File: config.mk
export PLATFORM = sky130hd
export DESIGN_NAME = seq_multiplier
export DESIGN_NICKNAME = d
export VERILOG_FILES = /design/src/rtl/seq_multiplier.sv
export SDC_FILE = /design/constraint.sdc
export NUM_CORES = 1
export LEC_CHECK = 0
export ABC_AREA = 1
export ABC_CLOCK_PERIOD_IN_PS = 8700
export CAP_MARGIN = 20
export CORE_MARGIN = 2
export CORE_UTILIZATION = 55
export DETAILED_ROUTE_END_ITERATION = 6
export HOLD_SLACK_MARGIN = 0.1
export PLACE_DENSITY = 0.76
export SLEW_MARGIN = 40
export SYNTH_ARGS = -nofsm -noshare
export SYNTH_HDL_FRONTEND = slang
export SYNTH_SLANG_ARGS = --single-unit
export TNS_END_PERCENT = 30
File: constraint.sdc
create_clock -name clk -period 8.7 [get_ports clk]
set_clock_uncertainty 0.15 [all_clocks]
set_input_delay 0.87 -clock clk [delete_from_list [all_inputs] [get_ports clk]]
set_output_delay 0.87 -clock clk [all_outputs]
set_load 0.005 [all_outputs]
File: src/rtl/seq_multiplier.sv
// seq_multiplier: iterative radix-2 shift-add multiplier with valid/ready handshakes,
// signed/unsigned mode per transaction and a zero-operand shortcut.
module seq_multiplier #(
  parameter int WIDTH = 32
) (
  input  logic               clk,
  input  logic               rst,
  input  logic               in_valid,
  output logic               in_ready,
  input  logic               is_signed,
  input  logic [WIDTH-1:0]   ain,
  input  logic [WIDTH-1:0]   bin,
  output logic               out_valid,
  input  logic               out_ready,
  output logic [2*WIDTH-1:0] dout,
  output logic               busy
);
  localparam int CNT_W = $clog2(WIDTH + 1);
  typedef enum logic [1:0] {IDLE, BUSY, DONE} state_t;
  state_t             state_q, state_d;
  logic [CNT_W-1:0]   cnt_q, cnt_d;
  logic [2*WIDTH-1:0] acc_q, acc_d, mc_q, mc_d, dout_q, dout_d, sum;
  logic [WIDTH-1:0]   mp_q, mp_d, mag_a, mag_b;
  logic               neg_q, neg_d;
  assign in_ready  = state_q == IDLE;
  assign out_valid = state_q == DONE;
  assign busy      = state_q == BUSY;
  assign dout      = dout_q;
  // The most-negative operand negates to itself, which read unsigned is exactly its magnitude.
  assign mag_a = (is_signed & ain[WIDTH-1]) ? -ain : ain;
  assign mag_b = (is_signed & bin[WIDTH-1]) ? -bin : bin;
  assign sum   = acc_q + (mp_q[0] ? mc_q : '0);
  always_comb begin
    state_d = state_q;
    cnt_d   = cnt_q;
    acc_d   = acc_q;
    mc_d    = mc_q;
    mp_d    = mp_q;
    neg_d   = neg_q;
    dout_d  = dout_q;
    case (state_q)
      IDLE: if (in_valid) begin
        neg_d = is_signed & (ain[WIDTH-1] ^ bin[WIDTH-1]);
        mc_d  = {{WIDTH{1'b0}}, mag_a};
        mp_d  = mag_b;
        acc_d = '0;
        cnt_d = '0;
        if (ain == '0 || bin == '0) begin
          dout_d  = '0;
          state_d = DONE;
        end else state_d = BUSY;
      end
      BUSY: begin
        acc_d = sum;
        mc_d  = mc_q << 1;
        mp_d  = mp_q >> 1;
        cnt_d = cnt_q + 1'b1;
        if (cnt_q == CNT_W'(WIDTH - 1)) begin
          dout_d  = neg_q ? -sum : sum;
          state_d = DONE;
        end
      end
      DONE: state_d = out_ready ? IDLE : DONE;
      default: state_d = IDLE;
    endcase
  end
  always_ff @(posedge clk or posedge rst) begin
    if (rst) begin
      state_q <= IDLE;
      cnt_q   <= '0;
      acc_q   <= '0;
      mc_q    <= '0;
      mp_q    <= '0;
      neg_q   <= 1'b0;
      dout_q  <= '0;
    end else begin
      state_q <= state_d;
      cnt_q   <= cnt_d;
      acc_q   <= acc_d;
      mc_q    <= mc_d;
      mp_q    <= mp_d;
      neg_q   <= neg_d;
      dout_q  <= dout_d;
    end
  end
endmodule
==> impl_metrics.json, run 1 <==
{
  "run_status": "finished clean",
  "grt_antenna_before_repair": 1,
  "clock_slew_at_the_register_clock_pins_of_the_worst_setup_and_hold_paths_ns": 0.06,
  "postRouteWirelength_um": 65870,
  "dr_total_vias": 19699,
  "antenna_cells_inserted": 0,
  "worst_path_max_delay_cell": "dfrtp_4",
  "syn_inst_count": 2885,
  "avgSynthCellArea_um2": 6.401,
  "areaGrowthSynthToFinish_pct": 14.73,
  "dpl.hpwl_um": 51380,
  "slew_headroom_pct": 42.18,
  "timing.critical_path.required_ns": 8.98,
  "wl_per_cell_um": 19.07,
  "grt_start_max_net_pins": 102,
  "rsz0062_at_grt": "false",
  "crit_path_cell_trace": "nand2_1 -> inv_1 -> ha_1 -> nand2_2 -> nor2_2 -> nand3_1 -> nand3_2 -> nand2_1 -> nand2_1 -> nand2_1 -> nand2_1 -> nand2_1 -> nor2_2 -> nand4_1 -> nor2_1 -> nand3_1 -> nand2_1 -> nand3_1 -> nand3_1 -> nand2_1",
  "die_area_um2": 35060,
  "cts.sinks": 233,
  "die-height_um": 187.2,
  "post_cts_resize_count": 0,
  "fillerInstances": 3079,
  "max_clock_freq_mhz": 221.1,
  "fin_setup_tns_ns": 0,
  "synth-seq-area-share_pct": 31.57,
  "cts_tree": "done",
  "remaining_drc_errors": 0,
  "floorplan.rows": 67,
  "placed_area_um2": 20180,
  "critical_path.most_common_cell": "nand2_1",
  "min-delay-path-class": "register to register",
  "crit_arrival_ns": 4.80,
  "post_route_cells_drive_above_1_share_pct": 5.289,
  "critical_path.max_fanout": 65,
  "min_period_ns": 4.523,
  "cellPowerDensity_nw_per_um2": 351.0,
  "finalCritPeriodShare_pct": 51.99,
  "core_area_um2": 33280,
  "multi_input_logic_area_um2": 10610,
  "cts_hold_buf": 0,
  "setup.worst_path.end_class": "register",
  "warnings_synthesis": 0,
  "cts_buffers": 28,
  "max-clock-path-buffers": 3,
  "most-common-layout-cells": "987 x nand2_1, 445 x inv_1, 244 x nor2_1",
  "report.power.total_uw": 7436,
  "max-vdd-ir-drop_v": 0.0002967,
  "detailedRoute.firstIterationViolations": 2002,
  "drtAntennaViolNets": 0,
  "grt.overflow.total": 0,
  "startpoint_kind_of_the_worst_setup_timing_path": "register",
  "pin_count": 136,
  "post_synth_num_cell_types": 46,
  "clk-insertion-delay-late_ns": 0.58,
  "synthesis.area_um2": 18470,
  "mostFrequentLayoutCell": "nand2_1",
  "tightest_slew_ns": 0.8652,
  "die-width_um": 187.2,
  "first_global_vias": 18353,
  "cts_root_buffer": "clkbuf_16",
  "grtUsageTotal_pct": 37.30,
  "cts.repair_timing.setup_buffer_count": 0,
  "timing.final.setup_violations": 0,
  "summed_area_of_non_filler_cells_in_the_final_layout_um2": 21190,
  "maxCapViolations": 0,
  "static-leakage-power_uw": 0.01129,
  "first_pass_iters": 5,
  "synthesis.nets": 3022,
  "postSynthRegisterBits": 233,
  "hold_viol_final": 0,
  "place.gp.congestion": 1.063,
  "timing.critical_path.slowest_cell_delay_ns": 0.72,
  "htree_levels": 1,
  "route.detailed.vias_per_inst": 5.703,
  "wire_length_of_the_first_global_routing_pass_um": 101800,
  "final-seq-area_um2": 5836,
  "finalNetCount": 3121,
  "criticalPathCategory": "register to register",
  "initial_core_util_pct": 55.49,
  "timing_max_transition_violations_final": 0,
  "port_buffers": 135
}
-- where the power goes --
| group | internal, uW | switching [uW] | total (uW) |
|---|---|---|---|
| combinational | 1410 | 2910 | 4320 |
| sequential | 1520 | 350 | 1870 |
| clock | 743 | 503 | 1250 |
| total | 3680 | 3760 | 7440 |
-- layer usage --
metal | track usage [%] | wire length (um)
met1 | 53.02 | 28690
met2 | 58.08 | 28570
met3 | 7.992 | 7006
met4 | 9.158 | 1614
met5 | 0 | 0
-- per-stage QoR --
step                setup slack [ns]  hold WS, ns  util (%)  cells
global placement               3.868       0.3153     60.59   3401
finish                         4.177       0.3342     63.66   3454
global route                   3.866       0.3575     63.66   3454
CTS                            4.180       0.3360     63.56   3453
detailed placement             3.643       0.3151     60.63   3401
floorplan                      1.290       0.2998         -   2885
-- synthesized netlist by cell type (all sizes together) --
master	n	area, um^2
o21ai	202	1022
xor2	72	630.6
o31ai	9	67.56
nor2	271	1120
inv	458	1719
nor4	5	31.28
nor3b	1	7.510
or2	2	12.51
nand3	150	850.8
or3	1	6.260
nand4	33	212.7
clkbuf	58	217.7
buf	18	90.09
nor3	25	150.1
a21oi	93	473.0
o21bai	10	75.07
nand3b	15	112.6
fa	1	20.02
nand2	1016	3896
o22ai	32	200.2
clkinv	4	15.01
a22oi	60	450.4
a22o	14	122.6
ha	67	838.3
a32o	5	50.05
xnor2	16	140.1
dfrtp	233	5831
and2	3	18.77
a21boi	2	15.01
o211ai	7	57.55
a31oi	2	12.51
-- layout make-up --
type	instances	area share, %
Clock buffer	38	3.821
Clock inverter	14	0.7914
Inverter	462	8.227
Multi-Input combinational cell	2114	50.07
Sequential cell	233	27.54
Tap cell	448	2.646
Timing Repair Buffer	145	6.898
-- worst max-delay path, delay by kind of cell, from the launching register on --
kind / cells / cell delay (ns)
flops: 1 / 0.72
fa+ha+maj: 1 / 0.40
simple gates: 18 / 3.00
buf+inv: 1 / 0.07
-- logic make-up after synthesis --
group | after synthesis | synth area share (%)
AO/OA/AOI/OAI | 436 | 13.79
XOR/XNOR | 88 | 4.174
adder cells (fa/ha/maj) | 68 | 4.648
buffers and inverters | 538 | 11.06
flip-flops | 233 | 31.57
AND/OR/NAND/NOR | 1522 | 34.76
-- worst paths after layout --
check | start | end | slack [ns] | cells past startpoint
worst max-delay path | mp_q[0] | dout[62] | 4.18 | 20
worst min-delay path | dout[61] | dout[61] | 0.33 | 2
worst max register to register | mp_q[0] | dout[62] | 4.18 | 20
worst min register to register | dout[61] | dout[61] | 0.33 | 2
max in group asynchronous | rst | mp_q[15] | 6.51 | 4
min in group asynchronous | rst | acc_q[27] | 0.56 | 2
-- registers in the layout, summed over array words and instances, names as in the netlist --
register / cells
state_q: 2
neg_q: 1
mp_q: 32
dout: 64
acc_q: 64
cnt_q: 6
mc_q: 64
(Power assumes the default switching activity.)
==> inputs of run 2 (changes only) <==
--- a/config.mk
+++ b/config.mk
@@ -6,7 +6,7 @@
 export NUM_CORES = 1
 export LEC_CHECK = 0
 export ABC_AREA = 1
-export ABC_CLOCK_PERIOD_IN_PS = 8700
+export ABC_CLOCK_PERIOD_IN_PS = 4300
 export CAP_MARGIN = 20
 export CORE_MARGIN = 2
 export CORE_UTILIZATION = 55
==> constraint.sdc (replaced) <==
create_clock -name clk -period 4.3 [get_ports clk]
set_clock_uncertainty 0.15 [all_clocks]
set_input_delay 0.43 -clock clk [delete_from_list [all_inputs] [get_ports clk]]
set_output_delay 0.43 -clock clk [all_outputs]
set_load 0.005 [all_outputs]
==> impl_metrics.json, run 2 (synthesis gave the netlist of run 1 again) <==
{
  "slew_headroom_pct": 50.80,
  "cts.sinks": 233,
  "finalNetCount": 3131,
  "cts_root_buffer": "clkbuf_16",
  "timing.critical_path.required_ns": 4.60,
  "maxCapViolations": 0,
  "timing.hold.ws_ns": 0.3235,
  "gr_layer_usage_met1_pct": 50.96,
  "die_area_um2": 35060,
  "setup.worst_path.end_class": "register",
  "ff2ff_setup_slack_ns": 0.21,
  "hold_viol_final": 0,
  "core_area_um2": 33280,
  "timing.final.setup_violations": 0,
  "grt_antenna_before_repair": 0,
  "areaGrowthSynthToFinish_pct": 15.47,
  "critical_path.max_fanout": 22,
  "startpoint_kind_of_the_worst_setup_timing_path": "register",
  "floorplan.rows": 67,
  "post_route_cells_drive_above_1_share_pct": 5.836,
  "mostFrequentLayoutCell": "nand2_1",
  "antenna_cells_inserted": 0,
  "max-vdd-ir-drop_v": 0.0005172,
  "worst_path_max_delay_cell": "ha_1",
  "criticalPathCategory": "register to register",
  "grtUsageTotal_pct": 37.03,
  "busiest_metal_layer_after_global_routing": "met2",
  "rsz0062_at_grt": "false",
  "crit_arrival_ns": 4.39,
  "cellPowerDensity_nw_per_um2": 714.1,
  "htree_levels": 1,
  "min_period_ns": 4.092,
  "cts_tree": "done",
  "detailedRoute.firstIterationViolations": 2039,
  "static-leakage-power_uw": 0.01135,
  "pin_count": 136,
  "fin_util_pct": 64.07,
  "wire_length_of_the_first_global_routing_pass_um": 100900,
  "postRouteWirelength_um": 65320,
  "fin_setup_tns_ns": 0,
  "drtAntennaViolNets": 0,
  "tightest_slew_ns": 0.7372,
  "run_status": "finished clean",
  "worst-path-buf-inv": 2,
  "multi_input_logic_area_um2": 10640,
  "critical_path.most_common_cell": "nand2_1",
  "place.gp.congestion": 1.032,
  "die-height_um": 187.2,
  "clk-insertion-delay-late_ns": 0.56,
  "dpl.hpwl_um": 51780,
  "timing_max_transition_violations_final": 0,
  "grt.overflow.total": 0,
  "finalCritPeriodShare_pct": 95.17,
  "die-width_um": 187.2,
  "max-clock-path-buffers": 3,
  "timing.critical_path.slowest_cell_delay_ns": 0.43,
  "dr_total_vias": 19536,
  "grt.met3_usage_pct": 8.330,
  "max_clock_freq_mhz": 244.4,
  "route.detailed.vias_per_inst": 5.640,
  "clock_slew_at_the_register_clock_pins_of_the_worst_setup_and_hold_paths_ns": 0.06,
  "remaining_drc_errors": 0,
  "fillerInstances": 3168,
  "cts_buffers": 28,
  "wl_per_cell_um": 18.86,
  "grt_start_max_net_pins": 92,
  "crit_path_cell_trace": "buf_4 -> nand2_1 -> inv_1 -> ha_1 -> nand2_1 -> nor2_1 -> nand2_1 -> nor2_1 -> nand3_1 -> nand4_1 -> nand2_1 -> nor2_1 -> nand2_1 -> nor2_1 -> nand3_2 -> nand2_2 -> nand4_1 -> nand3_1 -> nand2_1",
  "initial_core_util_pct": 55.49,
  "most-common-layout-cells": "985 x nand2_1, 445 x inv_1, 240 x nor2_1",
  "first_pass_iters": 6,
  "port_buffers": 135,
  "cell_class_contributing_the_biggest_share_of_worst_path_delay": "simple AND/OR/NAND/NOR gates",
  "min-delay-path-class": "register to register",
  "first_global_vias": 18469,
  "stdcell_count": 3464,
  "placedCellCount": 3410,
  "final-seq-area_um2": 5833,
  "global_route.usage.met2_pct": 57.92
}
==> run 2: cell types whose count changed in the layout (fill, tap and decap cells not counted), moves of 2 or more <==
cell / delta
buf_12: +5
buf_4: +7
buf_6: -2
clkbuf_8: -2
clkinv_2: +3
nand2_1: -2
nand2_2: +2
nor2_1: -4
nor2_2: +4
o21ai_1: -2
o21ai_2: +2
==> run 2: routing by layer <==
metal	up-vias	share of wire [%]
li1	9370	-
met1	9101	42
met2	946	44
met3	119	11
met4	0	3.3
met5	-	0
==> run 2: worst reg2reg max path: stages (launching register included) <==
cell     delay [ns]
dfrtp_2        0.40
buf_4          0.20
nand2_1        0.09
inv_1          0.10
ha_1           0.43
nand2_1        0.13
nor2_1         0.29
nand2_1        0.17
nor2_1         0.41
nand3_1        0.19
nand4_1        0.12
nand2_1        0.24
nor2_1         0.20
nand2_1        0.08
nor2_1         0.12
nand3_2        0.16
nand2_2        0.20
nand4_1        0.12
nand3_1        0.11
nand2_1        0.06
==> run 2: stage by stage <==
step	area (um^2)	worst slack, ns	total power [uW]
floorplan	18470	0.6701	9469
global placement	20280	0.2606	12180
detailed placement	20280	0.2310	12370
CTS	21260	0.2694	14990
global route	21320	0.008802	16300
finish	21320	0.2078	15230
==> run 2: cell type report <==
type	instances	share of cell area (%)
clock buffers	37	3.685
clock inverters	15	0.9036
inverters	462	8.162
multi-input cells	2114	49.88
flip-flops and latches	233	27.36
well taps	448	2.629
repair buffers	155	7.382
==> run 2: final timing paths <==
| check | from | to | cells after the start |
|---|---|---|---|
| min in group asynchronous | rst | acc_q[18] | 3 |
| max in group asynchronous | rst | mp_q[23] | 5 |
| max | mp_q[0] | dout[56] | 19 |
| min reg2reg | dout[38] | dout[38] | 2 |
| min | dout[38] | dout[38] | 2 |
| max reg2reg | mp_q[0] | dout[56] | 19 |
==> run 2: where the power goes <==
part           internal [uW]  switching [uW]
Clock                   1530            1010
Combinational           2910            6040
Sequential              3080             655
==> run 2: timing repair <==
item                                    in CTS  in global routing
endpoints found under the hold margin        0                  5
endpoints found under the setup margin       0                 13
setup buffers                                0                  0
gates resized for setup                      0                 11
hold buffers                                 0                  1
